==> src/rtl/fetch_pc_unit.sv <==
// Fetch-stage program counter: registered PC, waited imem handshake,
// latched delay-slot redirect, exception/eret priority override.
module fetch_pc_unit #(
  parameter logic [31:0] RESET_PC   = 32'h0000_3000,
  parameter logic [31:0] HANDLER_PC = 32'h0000_4180,
  parameter logic [31:0] IMEM_LO    = 32'h0000_3000,
  parameter logic [31:0] IMEM_HI    = 32'h0000_6ffc
) (
  input  logic        clk,
  input  logic        reset,
  input  logic        stall,
  input  logic        imem_ready,
  input  logic [2:0]  npc_op,
  input  logic        br_taken,
  input  logic [31:0] pc_d,
  input  logic [31:0] ext_imm,
  input  logic [25:0] imm26,
  input  logic [31:0] rs_val,
  input  logic        exc_req,
  input  logic        eret,
  input  logic [31:0] epc,
  output logic [31:0] pc_f,
  output logic [31:0] pc8_d,
  output logic        fetch_valid,
  output logic        adel_f,
  output logic        redirect_pending
);

  localparam logic [2:0] OP_BRANCH = 3'd1;
  localparam logic [2:0] OP_JUMP   = 3'd2;
  localparam logic [2:0] OP_JREG   = 3'd3;

  logic [31:0] r_pc_f;
  logic        r_pend_valid;
  logic [31:0] r_pend_target;

  logic [31:0] w_pc4_d;
  logic [31:0] w_target;
  logic        w_redir_d;
  logic        w_adel;
  logic        w_ready;
  logic [31:0] w_pc_nxt;
  logic        w_pend_valid_nxt;
  logic [31:0] w_pend_target_nxt;

  assign w_pc4_d = pc_d + 32'd4;
  assign pc8_d   = pc_d + 32'd8;

  // Redirect target for the D-stage control-flow op (ops 4-7 fall to SEQ)
  always_comb begin
    w_target = w_pc4_d;
    case (npc_op)
      OP_BRANCH: w_target = w_pc4_d + {ext_imm[29:0], 2'b00};
      OP_JUMP:   w_target = {w_pc4_d[31:28], imm26, 2'b00};
      OP_JREG:   w_target = rs_val;
      default:   w_target = w_pc4_d;
    endcase
  end

  assign w_redir_d = !stall && ((npc_op == OP_BRANCH && br_taken) ||
                                npc_op == OP_JUMP || npc_op == OP_JREG);

  // A faulting fetch never gets a real imem response; let it advance so the
  // exception travels down the pipe.
  assign w_adel  = (r_pc_f[1:0] != 2'b00) || (r_pc_f < IMEM_LO) || (r_pc_f > IMEM_HI);
  assign w_ready = imem_ready || w_adel;

  // Next-state priority: exception > eret > stall > wait > advance
  always_comb begin
    w_pc_nxt          = r_pc_f;
    w_pend_valid_nxt  = r_pend_valid;
    w_pend_target_nxt = r_pend_target;
    if (exc_req) begin
      w_pc_nxt         = HANDLER_PC;
      w_pend_valid_nxt = 1'b0;
    end else if (eret) begin
      w_pc_nxt         = epc;
      w_pend_valid_nxt = 1'b0;
    end else if (stall) begin
      w_pc_nxt = r_pc_f;
    end else if (!w_ready) begin
      // Delay slot still in flight: remember the redirect. A redirect from a
      // delay slot (already pending) is dropped; the earlier target wins.
      if (w_redir_d && !r_pend_valid) begin
        w_pend_valid_nxt  = 1'b1;
        w_pend_target_nxt = w_target;
      end
    end else if (r_pend_valid) begin
      w_pc_nxt         = r_pend_target;
      w_pend_valid_nxt = 1'b0;
    end else if (w_redir_d) begin
      w_pc_nxt = w_target;
    end else begin
      w_pc_nxt = r_pc_f + 32'd4;
    end
  end

  // PC and pending-redirect registers with synchronous reset
  always_ff @(posedge clk) begin
    if (reset) begin
      r_pc_f        <= RESET_PC;
      r_pend_valid  <= 1'b0;
      r_pend_target <= 32'd0;
    end else begin
      r_pc_f        <= w_pc_nxt;
      r_pend_valid  <= w_pend_valid_nxt;
      r_pend_target <= w_pend_target_nxt;
    end
  end

  assign pc_f             = r_pc_f;
  assign redirect_pending = r_pend_valid;
  assign adel_f           = w_adel;
  assign fetch_valid      = !w_adel;

endmodule
==> config.mk <==
export PLATFORM = sky130hd
export DESIGN_NAME = fetch_pc_unit
export DESIGN_NICKNAME = d
export VERILOG_FILES = /design/src/rtl/fetch_pc_unit.sv
export SDC_FILE = /design/constraint.sdc
export NUM_CORES = 1
export LEC_CHECK = 0
export ABC_AREA = 1
export BUFFER_PORTS_ARGS = -buffer_cell sky130_fd_sc_hd__buf_2
export CORE_MARGIN = 5
export CORE_UTILIZATION = 30
export CTS_BUF_LIST = sky130_fd_sc_hd__clkbuf_4 sky130_fd_sc_hd__clkbuf_8
export DETAILED_ROUTE_END_ITERATION = 6
export HOLD_SLACK_MARGIN = 0.08
export PLACE_DENSITY = 0.52
export SYNTH_ARGS = -nofsm -noshare
export SYNTH_HDL_FRONTEND = slang
export SYNTH_SLANG_ARGS = --single-unit
export TNS_END_PERCENT = 20
==> constraint.sdc <==
create_clock -name clk -period 5.4 [get_ports clk]
set_input_delay 1.08 -clock clk [delete_from_list [all_inputs] [get_ports clk]]
set_output_delay 1.08 -clock clk [all_outputs]
set_load 0.01 [all_outputs]
==> results of run 1 <==
power groups by stage:
| stage | combinational [W] | clock [W] | sequential (W) |
|---|---|---|---|
| floorplan | 0.000401 | 0 | 0.000527 |
| global placement | 0.000662 | 0 | 0.000531 |
| detailed placement | 0.000664 | 0 | 0.000531 |
| CTS | 0.000667 | 0.000377 | 0.000520 |
| global route | 0.000745 | 0.000399 | 0.000522 |
| finish | 0.000666 | 0.000370 | 0.000520 |
critical path, delay by kind of cell:
family | cells | cell delay (ns)
and+or+nand+nor | 13 | 1.76
buffers and inverters | 5 | 0.47
xor gates and xnor gates | 1 | 0.09
muxes | 1 | 0.16
AOI/OAI and AO/OA | 1 | 0.36
adders and majority gates | 2 | 0.67
placed cells by master (no fill, tap or decap), types with 6 or more instances in the layout:
master | synthesis | final
nand3b_1 | 8 | 8
nor3_1 | 23 | 23
nand3_1 | 115 | 115
a22oi_1 | 21 | 21
ha_1 | 37 | 37
a22o_1 | 7 | 7
inv_2 | 6 | 6
clkbuf_8 | 0 | 9
or2_2 | 6 | 6
o21bai_1 | 6 | 6
inv_1 | 227 | 227
buf_4 | 5 | 10
nand2_1 | 462 | 462
nand2_2 | 10 | 10
o21ai_0 | 68 | 68
a21oi_1 | 80 | 80
xnor2_1 | 7 | 7
dfxtp_1 | 65 | 65
nor2_2 | 7 | 9
nor2_1 | 156 | 154
xor2_1 | 53 | 53
o21ai_1 | 6 | 6
nand4_1 | 22 | 22
o211ai_1 | 7 | 7
buf_2 | 17 | 228
per-stage QoR:
step	instances	hold slack (ns)
after floorplan	1511	0.423
after global placement	2085	0.440
after detailed placement	2085	0.440
after CTS	2099	0.451
after global routing	2099	0.467
final	2099	0.457
cells by family (layout without fill, tap and decap cells):
logic type               Yosys count  in the layout
XOR/XNOR                          60             60
AND/OR/NAND/NOR                  842            842
buffers and inverters            276            486
flip-flops                        65             65
multiplexers                       2              2
adder cells (fa/ha/maj)           38             38
AO/OA/AOI/OAI                    228            228
path summary, 6_finish.rpt:
kind / to / from / cells past startpoint
worst max-delay path: pc_f[20] / pc_d[4] / 23
worst min-delay path: r_pend_target[4] / r_pend_target[4] / 2
worst min register to register: r_pend_target[4] / r_pend_target[4] / 2
worst max register to register: pc_f[2] / redirect_pending / 7
metal layers:
metal	part of all wire	routed length (um)
met4	0.031	1190
met2	0.45	17200
met1	0.45	17300
met5	0	0
met3	0.069	2630
layout make-up:
cell class	instances	area [um^2]
repair buffers	238	1220
fillers	3178	17800
flip-flops and latches	65	1300
well taps	378	473
clock buffers	10	131
multi-input cells	1170	6080
inverters	234	878
clock inverters	4	22.5
flip-flops by register name (all words and copies together) (netlist names), named ones only:
| register | count |
|---|---|
| pc_f | 30 |
| r_pend_target | 32 |
| redirect_pending | 1 |
==> results by group, run 1 <==
Synth
  – Synth Flop Type: dfxtp_1
  – Yosys cell types: 54
  – Avg Cell Area, Syn: 5.60 um^2
  – Synth Instances: 1,511
  – Async SR Flop Fraction: 0
  – Post-Synth Adder-Cell Area: 0.0571
  – Synth top area cells: nand2_1 20%, dfxtp_1 15%, inv_1 10%
  – Top cells by count, synth: 462 x nand2_1, 227 x inv_1, 156 x nor2_1, 115 x nand3_1, 80 x a21oi_1
  – Largest family of logic cells by synthesized area: simple AND/OR/NAND/NOR gates
  – Count leader, synth: nand2_1
  – Synth Warn #: 0
  – Syn_nets: 1,713
  – Post-synth top area cell: nand2_1
  – Post-synthesis mux area share: 0.00237
  – Simple-Gate Fraction of Synth Area: 0.437
  – Flops & latches, synth: 65
  – EDFF count, synth: 0
  – Xor-xnor portion of the synthesized cell area: 0.0621
  – Share of the synthesized area in the top cell type: 0.205
  – Post-synthesis sequential area ratio: 0.154
  – Post-synthesis compound-gate area fraction: 0.159
  – Synthesized area: 8460 um^2

Routing
  – 1st-iter DRT viols: 797
  – Average wire per standard cell: 18.3 um
  – DR DRC count: 0
  – Routed Antenna Nets: 0
  – Detailed Routing Iterations Pass 1: 5
  – Via count: 10,500
  – Vias per cell: 4.98
  – WL final: 38,300 um

Timing
  – Final Skew: 0.0139 ns
  – Max-slew violations: 0
  – FMAX: 0.232 GHz
  – Tcrit/Tclk final: 0.798
  – Worst-margin pin slew: 1.28 ns
  – Final worst slack: 1.09 ns
  – TNS Setup: 0 ns
  – Setup violators final: 0
  – Post-layout min period: 4.31 ns
  – RSZ-0062 raised after global routing: false
  – Max-slew headroom: 0.144
  – Final hold viol count: 0

Setup path
  – CP max stage cell: ha_1
  – Critical setup path kind: input pin to register
  – Critical Path RT: 5.66 ns
  – CP endpoint kind: register
  – Crit Path Max Fanout: 5
  – Cell repeated most along the worst path: nand2_1
  – Crit path DAT: 4.57 ns
  – Critical path's largest stage delay: 0.40 ns
  – CP startpoint kind: input pin
  – FF-to-FF setup slack: 2.89 ns
  – Critical-path cell list: buf_2, ha_1, inv_1, nor2_1, nand2_1, nor2_1, xor2_1, mux2i_1, inv_1, ha_1, nand2_1, nor2_1, inv_1, o21ai_0, inv_1, nand2_1, nand2_1, nand3_1, nand3_1, nand2_1, nand2_1, nand2_1, nand2_1

Global routing
  – Largest net degree at the start of global routing: 40
  – First-pass GRT wire length: 57,600 um
  – Initial antenna violation count: 0
  – Global routing met2 resource utilization: 0.392
  – Total overflow reported by the global router: 0
  – Number of global-route vias before repair: 10,100
  – Met3 track demand over resource: 0.0396
  – Routing usage on met1: 0.315
  – Tot GR Track Use: 0.237
  – Gr busiest metal: met2

Pwr
  – Peak supply drop: 103 uV
  – Seq pwr share: 0.334
  – Cell Pwr Density: 154 nW/um^2
  – Switching Share: 0.430
  – Leak Pwr: 5.17 nW
  – Sw Pwr: 0.000669 W
  – Clk pwr share: 0.238
  – Total chip power: 0.00156 W
  – Internal power: 0.000887 W
  – Comb power frac: 0.428

Finish
  – Design area: 10,100 um^2
  – Nets: 1,920
  – Synth-to-layout area growth: 19.3%
  – Antenna cell count: 0
  – Layout cells sized above 1: 0.180
  – End-of-flow core utilization: 0.362

Die
  – Row cnt: 61
  – Core ar.: 27,900 um^2
  – Die area: 31,700 um^2
  – Die Y: 178 um
  – Initial core utilization: 0.304
  – Die X: 178 um
  – Top Ports: 231

CTS
  – H-tree depth: 3
  – Clk pin slew, worst setup/hold paths: 0.08 ns
  – TritonCTS clock tree: yes
  – Largest buffer count on any clock path: 2
  – Cts hold-fix bufs: 0
  – # Post-CTS Setup Buffers: 0
  – CTS resizes: 0
  – Clk Latency, worst-skew pair: 0.36 ns
  – TritonCTS Buffers: 9
  – Root buf cell: clkbuf_8
  – Clock sink total: 65

Outcome
  – Run status: finished clean

Place
  – Placed cell areas: 9940 um^2
  – DP HPWL: 32,200 um
  – Number of port buffers: 228
  – Placer Congestion: 0.986
  – Pre-CTS WS: 0.715 ns

Job
  – Max-capacitance violation count: 0

Min path
  – HP Class: register to register
(Power assumes the default switching activity.)
==> run 2: changes to the inputs <==
==> constraint.sdc (replaced) <==
create_clock -name clk -period 3.97 [get_ports clk]
set_input_delay 0.794 -clock clk [delete_from_list [all_inputs] [get_ports clk]]
set_output_delay 0.794 -clock clk [all_outputs]
set_load 0.01 [all_outputs]
==> run 2 against run 1 <==
Die area stayed put. Critical path depth is 3 lower. Sequential power is 36% higher. Flip-flop and latch count stayed put. Power is 48% higher. Critical path type unchanged. Critical endpoint is now pc_f[28].
==> results by group, run 2 (synthesized netlist as in run 1, its figures left out) <==
Outcome
  – Run status: finished clean

CTS
  – H-tree depth: 3
  – Clock sink total: 65
  – Root buf cell: clkbuf_8
  – TritonCTS Buffers: 9
  – Clk pin slew, worst setup/hold paths: 0.09 ns
  – Largest buffer count on any clock path: 2
  – CTS resizes: 0
  – Cts hold-fix bufs: 0
  – # Post-CTS Setup Buffers: 0
  – Clk Latency, worst-skew pair: 0.37 ns
  – TritonCTS clock tree: yes

Global routing
  – Largest net degree at the start of global routing: 40
  – Tot GR Track Use: 0.241
  – Number of global-route vias before repair: 10,200
  – Initial antenna violation count: 0
  – Total overflow reported by the global router: 0
  – First-pass GRT wire length: 58,700 um

Place
  – DP HPWL: 32,800 um
  – Number of port buffers: 228
  – Placer Congestion: 0.950
  – Placed cell areas: 10,400 um^2

Routing
  – 1st-iter DRT viols: 785
  – Routed Antenna Nets: 0
  – Via count: 10,600
  – Met3 wire len: 2370 um
  – WL final: 38,900 um
  – Met1 Wirelength: 17,800 um
  – Max layer used: met4
  – Vias per cell: 4.92
  – DR DRC count: 0
  – Met2 wire len: 18,000 um
  – Average wire per standard cell: 18.0 um
  – Detailed Routing Iterations Pass 1: 5

Setup path
  – Critical setup path kind: input pin to register
  – CP endpoint kind: register
  – CP startpoint kind: input pin
  – Critical Path RT: 4.26 ns
  – Reg2Reg Depth: 12
  – Crit Path Max Fanout: 4
  – Crit path DAT: 3.88 ns

Timing
  – Final hold viol count: 0
  – Max-slew headroom: 0.518
  – Final hold slack: 0.452 ns
  – Worst-margin pin slew: 0.722 ns
  – FMAX: 0.278 GHz
  – Setup violators final: 0
  – RSZ-0062 raised after global routing: false
  – Final Skew: 0.0127 ns
  – Post-layout min period: 3.59 ns
  – Tcrit/Tclk final: 0.905
  – Max-slew violations: 0

Min path
  – WHS Path Cells: 2
  – HP Class: register to register

Finish
  – Layout cells sized above 1: 0.209
  – Synth-to-layout area growth: 25.3%
  – Largest register FFs: 32
  – Design area: 10,600 um^2
  – Nets: 1,980
  – Fill cells: 3,202
  – Most frequent cells in the layout: 462 x nand2_1, 228 x buf_2, 227 x inv_1
  – Leading cell type in the layout, fill and taps excluded: nand2_1
  – Largest Register: r_pend_target
  – Antenna cell count: 0
  – End-of-flow core utilization: 0.381

Die
  – Die area: 31,700 um^2
  – Die Y: 178 um
  – Initial core utilization: 0.304
  – Core ar.: 27,900 um^2
  – Top Ports: 231
  – Die X: 178 um
  – Row cnt: 61

Pwr
  – Switching Share: 0.422
  – Comb power frac: 0.420
  – Internal power: 0.00133 W
  – Sw Pwr: 0.000976 W
  – Peak supply drop: 133 uV
  – Leak Pwr: 5.49 nW
  – Clk pwr share: 0.274
  – Total chip power: 0.00231 W
  – Cell Pwr Density: 218 nW/um^2
  – Seq pwr share: 0.306

Job
  – Max-capacitance violation count: 0
==> run 2: worst paths after layout <==
kind	slack (ns)	end	startpoint
max reg2reg	1.36	pc_f[10]	pc_f[23]
min reg2reg	0.45	r_pend_target[1]	r_pend_target[1]
min	0.45	r_pend_target[1]	r_pend_target[1]
max	0.38	pc_f[28]	pc_d[3]
==> run 2: layer usage <==
layer	track usage	vias to the layer above
met3	0.0326	43
met4	0.0461	0
li1	-	5382
met1	0.327	4842
met5	0	-
met2	0.410	371
==> run 2: per-stage QoR <==
stage	setup WS [ns]	cells	setup TNS, ns
final	0.377	2161	0
after global placement	0.0417	2145	0
after global routing	0.0535	2161	0
after CTS	0.358	2161	0
after floorplan	0.606	1511	0
after detailed placement	-0.0130	2145	-0.0130
==> run 2: final cells by class <==
cell class | count | area (um^2) | area share
tap | 378 | 473 | 0.0446
multi-input combinational | 1170 | 6080 | 0.573
clock buffer | 9 | 124 | 0.0117
sequential | 65 | 1300 | 0.123
inverter | 234 | 878 | 0.0828
clock inverter | 7 | 83.8 | 0.00790
timing repair buffer | 298 | 1670 | 0.157
==> run 2: power groups by stage <==
stage	Sequential, W	Combinational, W	Clock (W)
detailed placement	0.000722	0.000965	0
global route	0.000710	0.00108	0.000672
finish	0.000707	0.000971	0.000632
global placement	0.000722	0.000962	0
CTS	0.000706	0.000971	0.000644
floorplan	0.000716	0.000545	0
==> run 2: critical path, stage by stage <==
cell and delay [ns]:
buf_2 0.11, ha_1 0.23, nand2_1 0.16, nor2_2 0.21, nand2_2 0.15, nor2_4 0.13
xor2_1 0.29, ha_1 0.34, nand2_1 0.14, inv_1 0.05, a21oi_1 0.24, o21ai_0 0.19
buf_4 0.18, nand2_1 0.05, nand3b_1 0.07, nand2_1 0.06, nand3_1 0.16, nand3_1 0.13
nand2_1 0.06, a21oi_1 0.13
